==> src/rtl/vga_fault_manager.sv <==
// Lockstep mismatch fault manager: glitch filter, sticky FAULT, saturating event count, IRQ/blank, AHB-Lite regs.
// Optional VGA_FAULT_TSTAMP_EN builds the free-running cycle counter and the TSTAMP register.
module vga_fault_manager #(
  parameter int FILTER_CYCLES = 2,
  parameter int CNT_WIDTH     = 16
) (
  input  logic        HCLK,
  input  logic        HRESET,
  input  logic        MISMATCH,
  input  logic        HSEL,
  input  logic [31:0] HADDR,
  input  logic [1:0]  HTRANS,
  input  logic        HWRITE,
  input  logic [31:0] HWDATA,
  input  logic        HREADY,
  output logic [31:0] HRDATA,
  output logic        HREADYOUT,
  output logic        FAULT_IRQ,
  output logic        BLANK,
  output logic [1:0]  dbg_state
);

  typedef enum logic [1:0] {
    ST_OK     = 2'd0,
    ST_FILTER = 2'd1,
    ST_ACTIVE = 2'd2
  } state_t;

  state_t               state, state_nxt;
  logic [7:0]           filt_cnt, filt_nxt;
  logic                 evt;
  logic                 active;
  logic                 fault;
  logic [CNT_WIDTH-1:0] count;
  logic [1:0]           ctrl;
  logic                 dp_valid;
  logic                 dp_write;
  logic [1:0]           dp_addr;
  logic                 wr_ctrl;
  logic                 wr_clear;
  logic [31:0]          tstamp_rd;
  logic                 unused_bits;

  // FSM state register
  always_ff @(posedge HCLK) begin
    if (HRESET) begin
      state    <= ST_OK;
      filt_cnt <= 8'd0;
    end else begin
      state    <= state_nxt;
      filt_cnt <= filt_nxt;
    end
  end

  // FSM next state; evt marks the cycle whose edge registers a new fault event
  always_comb begin
    state_nxt = state;
    filt_nxt  = filt_cnt;
    evt       = 1'b0;
    case (state)
      ST_OK: begin
        if (MISMATCH) begin
          if (FILTER_CYCLES == 1) begin
            state_nxt = ST_ACTIVE;
            filt_nxt  = 8'd0;
            evt       = 1'b1;
          end else begin
            state_nxt = ST_FILTER;
            filt_nxt  = 8'd1;
          end
        end
      end
      ST_FILTER: begin
        if (!MISMATCH) begin
          state_nxt = ST_OK;
          filt_nxt  = 8'd0;
        end else if (({1'b0, filt_cnt} + 9'd1) == 9'(FILTER_CYCLES)) begin
          state_nxt = ST_ACTIVE;
          filt_nxt  = 8'd0;
          evt       = 1'b1;
        end else begin
          filt_nxt = filt_cnt + 8'd1;
        end
      end
      ST_ACTIVE: begin
        if (!MISMATCH) begin
          state_nxt = ST_OK;
          filt_nxt  = 8'd0;
        end
      end
      default: begin
        state_nxt = ST_OK;
        filt_nxt  = 8'd0;
      end
    endcase
  end

  // FSM outputs
  always_comb begin
    active    = (state == ST_ACTIVE);
    dbg_state = state;
  end

  // AHB handshake: an address phase is taken when HSEL & HREADY & HTRANS[1];
  // the following cycle is its data phase, and HREADYOUT is always 1 (no wait states, no errors).
  always_ff @(posedge HCLK) begin
    if (HRESET) begin
      dp_valid <= 1'b0;
      dp_write <= 1'b0;
      dp_addr  <= 2'd0;
    end else if (HREADY) begin
      dp_valid <= HSEL & HTRANS[1];
      dp_write <= HWRITE;
      dp_addr  <= HADDR[3:2];
    end
  end

  assign wr_ctrl  = dp_valid & dp_write & (dp_addr == 2'd1);
  assign wr_clear = dp_valid & dp_write & (dp_addr == 2'd2) & HWDATA[0];

  always_ff @(posedge HCLK) begin
    if (HRESET) begin
      ctrl <= 2'd0;
    end else if (wr_ctrl) begin
      ctrl <= HWDATA[1:0];
    end
  end

  // An event in the same cycle as CLEAR wins and restarts the count at 1
  always_ff @(posedge HCLK) begin
    if (HRESET) begin
      fault <= 1'b0;
      count <= '0;
    end else if (evt) begin
      fault <= 1'b1;
      if (wr_clear)    count <= CNT_WIDTH'(1);
      else if (~&count) count <= count + CNT_WIDTH'(1);
    end else if (wr_clear) begin
      fault <= 1'b0;
      count <= '0;
    end
  end

`ifdef VGA_FAULT_TSTAMP_EN
  logic [31:0] cyc;
  logic [31:0] tstamp;

  always_ff @(posedge HCLK) begin
    if (HRESET) begin
      cyc    <= 32'd0;
      tstamp <= 32'd0;
    end else begin
      cyc <= cyc + 32'd1;
      if (evt && (!fault || wr_clear)) tstamp <= cyc;
      else if (wr_clear)               tstamp <= 32'd0;
    end
  end

  assign tstamp_rd = tstamp;
`else
  assign tstamp_rd = 32'd0;
`endif

  always_comb begin
    HRDATA = 32'd0;
    if (dp_valid && !dp_write) begin
      case (dp_addr)
        2'd0:    HRDATA = {16'(count), 14'd0, active, fault};
        2'd1:    HRDATA = {30'd0, ctrl};
        2'd3:    HRDATA = tstamp_rd;
        default: HRDATA = 32'd0;
      endcase
    end
  end

  assign HREADYOUT = 1'b1;
  assign FAULT_IRQ = fault & ctrl[0];
  assign BLANK     = fault & ctrl[1];

  assign unused_bits = ^{HADDR[31:4], HADDR[1:0], HTRANS[0], HWDATA[31:2]};

endmodule
==> config.mk <==
export PLATFORM = sky130hd
export DESIGN_NAME = vga_fault_manager
export DESIGN_NICKNAME = d
export VERILOG_FILES = /design/src/rtl/vga_fault_manager.sv
export SDC_FILE = /design/constraint.sdc
export NUM_CORES = 1
export LEC_CHECK = 0
export BUFFER_PORTS_ARGS = -buffer_cell sky130_fd_sc_hd__buf_2
export CAP_MARGIN = 10
export CORE_ASPECT_RATIO = 0.8
export CORE_MARGIN = 5
export CORE_UTILIZATION = 31
export CTS_BUF_LIST = sky130_fd_sc_hd__clkbuf_4 sky130_fd_sc_hd__clkbuf_8
export DETAILED_ROUTE_END_ITERATION = 6
export SETUP_SLACK_MARGIN = 0.15
export SYNTH_ARGS = -nofsm -noshare
export SYNTH_HDL_FRONTEND = slang
export SYNTH_SLANG_ARGS = --single-unit
==> constraint.sdc <==
create_clock -name HCLK -period 6.1 [get_ports HCLK]
set_input_delay 0 -clock HCLK [delete_from_list [all_inputs] [get_ports HCLK]]
set_output_delay 0 -clock HCLK [all_outputs]
set_load 0.01 [all_outputs]
* Yosys cells after proc, flatten, opt, wreduce, memory -nomap -nowiden
Index checks and enable logic that the tools add are counted.
Operators by class: $add $sub $neg 3, equal/unequal tests 9, muxes and demuxes 21, bitwise gates (word level) 7, reduce and logical (&&, ||, !) cells 9
Operator list (count):
- $mux 16 | 4
- $pmux 32 s2 | 1
- $mux 32 | 1
- $mux 8 | 4
- $pmux 8 s3 | 1
- $add 16x1->16 const B | 1
- $reduce_and 16->1 | 1
- $add 8x1->9 const B | 1
- $eq 9x2->1 const B | 1
- $add 8x1->8 const B | 1
- $mux 2 | 4
- $and 1x1->1 | 7
- $ne 2x2->1 const B | 3
- $pmux 2 s3 | 1
- $mux 1 | 5
- $eq 2x1->1 const B | 2
- $eq 2x2->1 const B | 2
- $logic_not 2->1 | 2
- $reduce_and 2->1 | 2
- $ne 3x3->1 const B | 1
- $reduce_and 3->1 | 1
- $reduce_bool 2->1 | 1
- $logic_and 1x1->1 | 1
- $logic_not 1->1 | 1
Storage, ports and cells: flip-flop bits (word level) 33, output and inout bits 37, logic and storage cells 57

* Depth between registers and ports, before layout
Gate-level depths: netlist (run 1).
word-level depth 7, depth in mapped cells 8, mapped depth without buffers 6

* Worst setup path after synthesis (run 1)
Ideal clock, no wire load.
kind reg2reg, start reg filt_cnt[0], end reg count[10], arrival time 2059 ps, setup slack 3968 ps, stages on the path, launching flop included 7, path buffers 0, cell sequence dfxtp_1 > ha_1 > or2_4 > a2111oi_4 > o221ai_2 > or4_1 > a21oi_1
On the way: cells in the longest elaborated chain, start to end 7, elaborated cells between the ends (all ways) 8, classes of those cells add/sub (1); eq/ne (1); mux (4); reduce/logical (2)
RTL lines:
- start: declaration | line 30 | logic [7:0] filt_cnt, filt_nxt;
- start signal: assignment | line 51 | filt_cnt <= filt_nxt;
- $add 8x1->9 * | line 77 | end else if (({1'b0, filt_cnt} + 9'd1) == 9'(FILTER_CYCLES)) begin
- $eq 9x2->1 * | line 77
- $mux 1 * | line 77
- $mux 1 * | line 74 | if (!MISMATCH) begin
- $mux 1 * | line 60 | case (state)
- $reduce_bool 2->1 (no source line)
- $reduce_and 2->1 (no source line)
- end signal: assignment | line 137 | else if (~&count) count <= count + CNT_WIDTH'(1);
- end: declaration | line 34 | logic [CNT_WIDTH-1:0] count;
Every way passes the cells marked *; elsewhere a longest branch is shown, timed or not. A chain may end at the register's enable or synchronous reset.

* Final worst setup path (run 1)
Ends and elaborated chain as after synthesis.

==> results of run 1 <==
==> worst paths after layout <==
| path | startpoint | endpoint | slack, ns |
|---|---|---|---|
| hold / removal | HSEL | dp_valid | 0.02 |
| hold reg to reg | count[5] | count[5] | 0.49 |
| setup reg to reg | filt_cnt[0] | count[10] | 3.60 |
| setup / recovery | filt_cnt[0] | count[10] | 3.60 |
==> per-layer routing <==
| layer | part of all wire | wire length, um |
|---|---|---|
| met2 | 0.44 | 2200 |
| met1 | 0.50 | 2500 |
| met4 | 0.011 | 54 |
| met5 | 0 | 0 |
| met3 | 0.048 | 239 |
==> state kept, by name (all words and copies together) (netlist names) <==
signal	count
dp_addr	2
dp_valid	1
count	16
ctrl	2
dp_write	1
dbg_state	2
filt_cnt	8
fault	1
==> worst reg2reg max path: stages (launching register included) <==
cell,delay [ns]
dfxtp_1,0.42
ha_1,0.32
or2_4,0.26
a2111oi_4,0.42
o221ai_2,0.30
or4_1,0.56
a21oi_1,0.15
==> kinds of logic after synthesis <==
logic type | after synthesis
AND/OR/NAND/NOR | 125
AO/OA/AOI/OAI | 51
buffers and inverters | 38
flip-flops | 33
multiplexers | 15
adder cells (fa/ha/maj) | 3
other | 2
XOR/XNOR | 1
==> stage by stage <==
| stage | power [uW] | setup slack (ns) | utilization | std cells | instance area, um2 |
|---|---|---|---|---|---|
| finish | 433 | 3.60 | 0.358 | 384 | 2440 |
| global placement | 269 | 3.66 | 0.337 | 370 | 2300 |
| CTS | 439 | 3.61 | 0.358 | 384 | 2440 |
| global route | 451 | 3.44 | 0.358 | 384 | 2440 |
| floorplan | 266 | 3.97 | - | 281 | 2210 |
| detailed placement | 269 | 3.66 | 0.337 | 370 | 2300 |
==> area by class of cell <==
cell class | instances | area, um2
Clock buffer | 5 | 68.8
Clock inverter | 3 | 17.5
Fill cell | 729 | 4380
Inverter | 7 | 26.3
Multi-Input combinational cell | 210 | 1330
Sequential cell | 33 | 661
Tap cell | 87 | 109
Timing Repair Buffer | 39 | 228
==> power by group through the flow <==
stage               clock network, uW  registers (uW)  logic (uW)
global placement                    0             229        39.4
global route                      178             225        48.1
CTS                               172             224        43.1
detailed placement                  0             229        39.9
floorplan                           0             226        39.4
finish                            166             224        42.8
==> layout by cell type, fill, tap and decap left out, drive strengths merged, types with 6 or more instances in the layout <==
cell	count
conb	15
mux2i	15
nand3	10
nand2	17
and2	19
and4	8
dfxtp	33
a21oi	17
and3	6
nor2	20
nand2b	12
nand4	13
buf	33
dlygate4sd3	6
o21ai	7
inv	7
==> summary.md, run 1 <==
| Metric | Value |
|---|---|
| WP buf/inv | 0 |
| Pins Over Slew Limit | 0 |
| Ys async rst share | 0 |
| Slew of the pin with the lowest slew margin | 0.783 ns |
| Initial antenna violation count | 0 |
| CTS tree | built |
| Main combinational cell family by area after synthesis | simple AND/OR/NAND/NOR gates |
| WP data required | 6.32 ns |
| Fmax | 399 MHz |
| Post-Synthesis Cell Area | 2160 um2 |
| MaxCap Viol Count | 0 |
| Worst skew pair latency | 0.29 ns |
| Number of DRC markers in iteration 0 | 125 |
| I/O pin total | 109 |
| Total CTS buffers | 5 |
| Clock net sink count | 33 |
| Layout Skew | 0.00543 ns |
| Vias/cell | 5.17 |
| Rel. slew slack | 0.473 |
| Yosys cell types | 49 |
| Dpl hpwl | 3560 um |
| Vias in the first global route | 1773 |
| Setup repair bufs after CTS | 0 |
| Hold WS | 0.0180 ns |
| Global-route wire length before repair | 8160 um |
| Final setup viols | 0 |
| Yosys top cell by area | dfxtp_1 |
| Part of the power in combinational logic | 0.099 |
| Synth Area in Compound Gates | 0.166 |
| Yosys warnings | 0 |
| Proportion of power drawn by flip-flops and latches | 0.518 |
| Xor-xnor portion of the synthesized cell area | 0.00405 |
| Power per cell area | 177 nW/um2 |
| GR Layer Usage met1 | 0.163 |
| Via count | 1987 |
| Slowest stage delay, CP | 0.56 ns |
| Hold Buf Count CTS | 6 |
| Ys flop type | dfxtp_1 |
| Overall Global Routing Usage | 0.114 |
| Die W | 103 um |
| Commonest cells in the netlist | dfxtp_1, nor2_1, and2_1 |
| Min cycle time layout | 2.50 ns |
| Cell Rows | 27 |
| Post-synth top area share | 0.306 |
| DR WL/cell | 13.0 um |
| Crit start category | flip-flop |
| Net Switching | 121 uW |
| M2 GR Usage | 0.168 |
| Hold WC Path Type | in -> reg |
| Worst path cell trace | ha_1, or2_4, a2111oi_4, o221ai_2, or4_1, a21oi_1 |
| Outcome | finished, final reports clean |
| VDD IR max | 88.1 uV |
| Clock-pin slew on the worst setup and hold paths | 0.07 ns |
| Port bufs | 32 |
| Post-synth EDFFs | 0 |
| Clock Tree Buf Depth | 2 |
| Top cells by area, synth | dfxtp_1, mux2i_1, buf_4 |
| Top delay family on crit path | compound AO/OA/AOI/OAI gates |
| Mux share of post-synthesis cell area | 0.0694 |
| Top Usage Layer GRT | met2 |
| Worst R2R Path Depth | 6 |
| Yosys reg bits | 33 |
| Final Net Count | 371 |
| Leakage | 0.00100 uW |
| Grt met3 use | 0.0291 |
| GRT Residual Overflow | 0 |
| Largest net degree at the start of global routing | 21 |
| DRC | 0 |
| Post-synthesis sequential area ratio | 0.306 |
| Final wirelength | 4990 um |
| CTS resizes | 0 |
| Final hold viol count | 0 |
| Core box area | 6820 um2 |
| Critical path depth | 6 |
| GPL Wtd Cong | 0.744 |
| Critical setup path kind | reg -> reg |
| Clk pwr share | 0.384 |
| Initial Util | 0.317 |
| Synth Area in Adders | 0.0174 |
| CP Capture Type | flip-flop |
| TNS Setup | 0 ns |
| Most numerous cell in the Yosys netlist | dfxtp_1 |
| Share of cells above drive strength 1 | 0.158 |
| RSZ-0062 raised after global routing | false |
| Fin crit share | 0.411 |
| Synth Instances | 268 |
| 1st-pass router iterations | 4 |
| Area growth, synth to finish | 13.0% |
| Die height | 84.7 um |
| Syn Area/Cell | 8.07 um2 |
| Root Buffer | clkbuf_8 |
| H-Tree Depth | 2 |
| Worst Hold Depth | 3 |
| CP max FO | 11 |
| Slowest cell on crit path | or4_1 |
| Worst Path Arrival | 2.72 ns |
| Simple-gate share of the synthesized area | 0.334 |
| Antenna cell count | 0 |
| Sw Ratio | 0.278 |
| Die ar. | 8750 um2 |
| Number of routed nets with antenna violations | 0 |
| Design internal power | 313 uW |
Power figures use the tool's default switching activity.
==> run 2, diff against run 1 <==
==> constraint.sdc (replaced) <==
create_clock -name HCLK -period 2.6 [get_ports HCLK]
set_input_delay 0 -clock HCLK [delete_from_list [all_inputs] [get_ports HCLK]]
set_output_delay 0 -clock HCLK [all_outputs]
set_load 0.01 [all_outputs]
==> run 2 against run 1 <==
Via count up 1.0%. Fmax up 13%. Count of clock-buffer cells in the layout did not move. Largest cell class unchanged. Highest routed layer unchanged.
==> summary.md, run 2 (synthesized netlist as in run 1, its figures left out) <==
| Metric | Value |
|---|---|
| Commonest cells after routing, fill and taps aside | dfxtp_1, buf_2, nor2_1, and2_1 (unchanged) |
| Vias in the first global route | 1848 (was 1773) |
| Worst path cell trace | ha_2, nand3b_1, a2111oi_4, o221ai_4, or4_1, a21oi_1 (was ha_1, or2_4, a2111oi_4, o221ai_2, or4_1, a21oi_1) |
| Final wirelength | 5080 um (was 4990 um) |
| Layout Skew | 0.00240 ns (was 0.00543 ns) |
| Core box area | 6820 um2 (unchanged) |
| CP max FO | 9 (was 11) |
| Final Core Density | 0.371 (was 0.358) |
| Final hold viol count | 0 (unchanged) |
| Global-route wire length before repair | 8630 um (was 8160 um) |
| Total CTS buffers | 5 (unchanged) |
| Cell Rows | 27 (unchanged) |
| Crit start category | flip-flop (unchanged) |
| Initial Util | 0.317 (unchanged) |
| Vias/cell | 5.15 (was 5.17) |
| I/O pin total | 109 (unchanged) |
| Final Net Count | 377 (was 371) |
| Die height | 84.7 um (unchanged) |
| Slew of the pin with the lowest slew margin | 0.774 ns (was 0.783 ns) |
| 1st-pass router iterations | 4 (unchanged) |
| MaxCap Viol Count | 0 (unchanged) |
| Dpl hpwl | 3760 um (was 3560 um) |
| GPL Wtd Cong | 0.760 (was 0.744) |
| Power per cell area | 448 nW/um2 (was 177 nW/um2) |
| Top delay family on crit path | compound AO/OA/AOI/OAI gates (unchanged) |
| Final setup margin | 0.374 ns (was 3.60 ns) |
| Clock-pin slew on the worst setup and hold paths | 0.08 ns (was 0.07 ns) |
| Overall Global Routing Usage | 0.121 (was 0.114) |
| Die W | 103 um (unchanged) |
| Largest net degree at the start of global routing | 21 (unchanged) |
| Biggest register | count (unchanged) |
| Fmax | 449 MHz (was 399 MHz) |
| Initial antenna violation count | 0 (unchanged) |
| DP Worst Slack | 0.273 ns (was 3.66 ns) |
| Commonest non-fill, non-tap cell in the layout | dfxtp_1 (unchanged) |
| Setup repair bufs after CTS | 0 (unchanged) |
| Leakage | 0.00104 uW (was 0.00100 uW) |
| R2R Path Start | filt_cnt[1] (was filt_cnt[0]) |
| CTS tree | built (unchanged) |
| Outcome | finished, final reports clean (unchanged) |
| RSZ-0062 raised after global routing | false (unchanged) |
| Hold WC Path Type | in -> reg (unchanged) |
| TNS Setup | 0 ns (unchanged) |
| Clock net sink count | 33 (unchanged) |
| Number of DRC markers in iteration 0 | 125 (unchanged) |
| Worst skew pair latency | 0.28 ns (was 0.29 ns) |
| Min cycle time layout | 2.23 ns (was 2.50 ns) |
| Via count | 2007 (was 1987) |
| Area growth, synth to finish | 17.1% (was 13.0%) |
| Worst Path Arrival | 2.44 ns (was 2.72 ns) |
| WP data required | 2.81 ns (was 6.32 ns) |
| Slowest cell on crit path | or4_1 (unchanged) |
| CP Capture Type | flip-flop (unchanged) |
| GRT Residual Overflow | 0 (unchanged) |
| Slowest stage delay, CP | 0.54 ns (was 0.56 ns) |
| Port bufs | 32 (unchanged) |
| Final setup viols | 0 (unchanged) |
| CP startpoint | filt_cnt[1] (was filt_cnt[0]) |
| DR WL/cell | 13.0 um (about the same) |
| WP buf/inv | 0 (unchanged) |
| DRC | 0 (unchanged) |
| Largest register FFs | 16 (unchanged) |
| Top Registers | count x16, filt_cnt x8 (unchanged) |
| Number of routed nets with antenna violations | 0 (unchanged) |
| Die ar. | 8750 um2 (unchanged) |
| Fin crit share | 0.856 (was 0.411) |
| Pins Over Slew Limit | 0 (unchanged) |
| Clock Tree Buf Depth | 2 (unchanged) |
| Share of cells above drive strength 1 | 0.178 (was 0.158) |
| Critical setup path kind | reg -> reg (unchanged) |
| Root Buffer | clkbuf_8 (unchanged) |
| Antenna cell count | 0 (unchanged) |
| Hold_sp | HSEL (unchanged) |
| H-Tree Depth | 2 (unchanged) |
| VDD IR max | 253 uV (was 88.1 uV) |
| Rel. slew slack | 0.479 (was 0.473) |
## run 2: routing by layer
| layer | track usage | share of wire | routed length (um) |
|---|---|---|---|
| met3 | 0.0299 | 0.049 | 250 |
| met5 | 0 | 0 | 0 |
| met4 | 0.0294 | 0.0051 | 26 |
| met2 | 0.181 | 0.44 | 2230 |
| met1 | 0.173 | 0.51 | 2570 |
## run 2: final timing paths
kind	slack (ns)	endpoint	cells past startpoint
worst min-delay path	0.01	dp_valid	3
worst min register to register	0.48	count[5]	2
worst max-delay path	0.37	count[10]	6
worst max register to register	0.37	count[10]	6
## run 2: worst register-to-register path: cells and delay by family (launching register included)
kind                     cells  cell delay, ns
flip-flops                   1            0.34
AO/OA/AOI/OAI                3            0.90
adder cells (fa/ha/maj)      1            0.24
AND/OR/NAND/NOR              2            0.67
## run 2: final cells by class
cell class              instances  area [um2]
clock buffers                   5        68.8
repair buffers                 45         273
well taps                      87         109
fillers                       711        4290
multi-input cells             210        1350
inverters                       7        26.3
flip-flops and latches         33         661
clock inverters                 3        46.3
## run 2: power breakdown
part,internal [uW],switching [uW]
clock network,287,211
registers,513,9.46
logic,43.1,71.0
total,843,292
## run 2: timing repair
item | in CTS | in global routing
setup endpoints to repair | 0 | 1
hold buffers | 6 | 0
gates resized for setup | 0 | 2
hold endpoints to repair | 6 | 0
## run 2: metrics by stage
| step | std cells | hold WS, ns | cell area (um2) | power, uW |
|---|---|---|---|---|
| final | 390 | 0.0112 | 2530 | 1130 |
| after global routing | 390 | 0.0152 | 2530 | 1190 |
| after CTS | 390 | 0.0122 | 2520 | 1140 |
| after detailed placement | 376 | 0.249 | 2340 | 639 |
| after global placement | 376 | 0.232 | 2340 | 637 |
| after floorplan | 281 | 0.144 | 2210 | 623 |
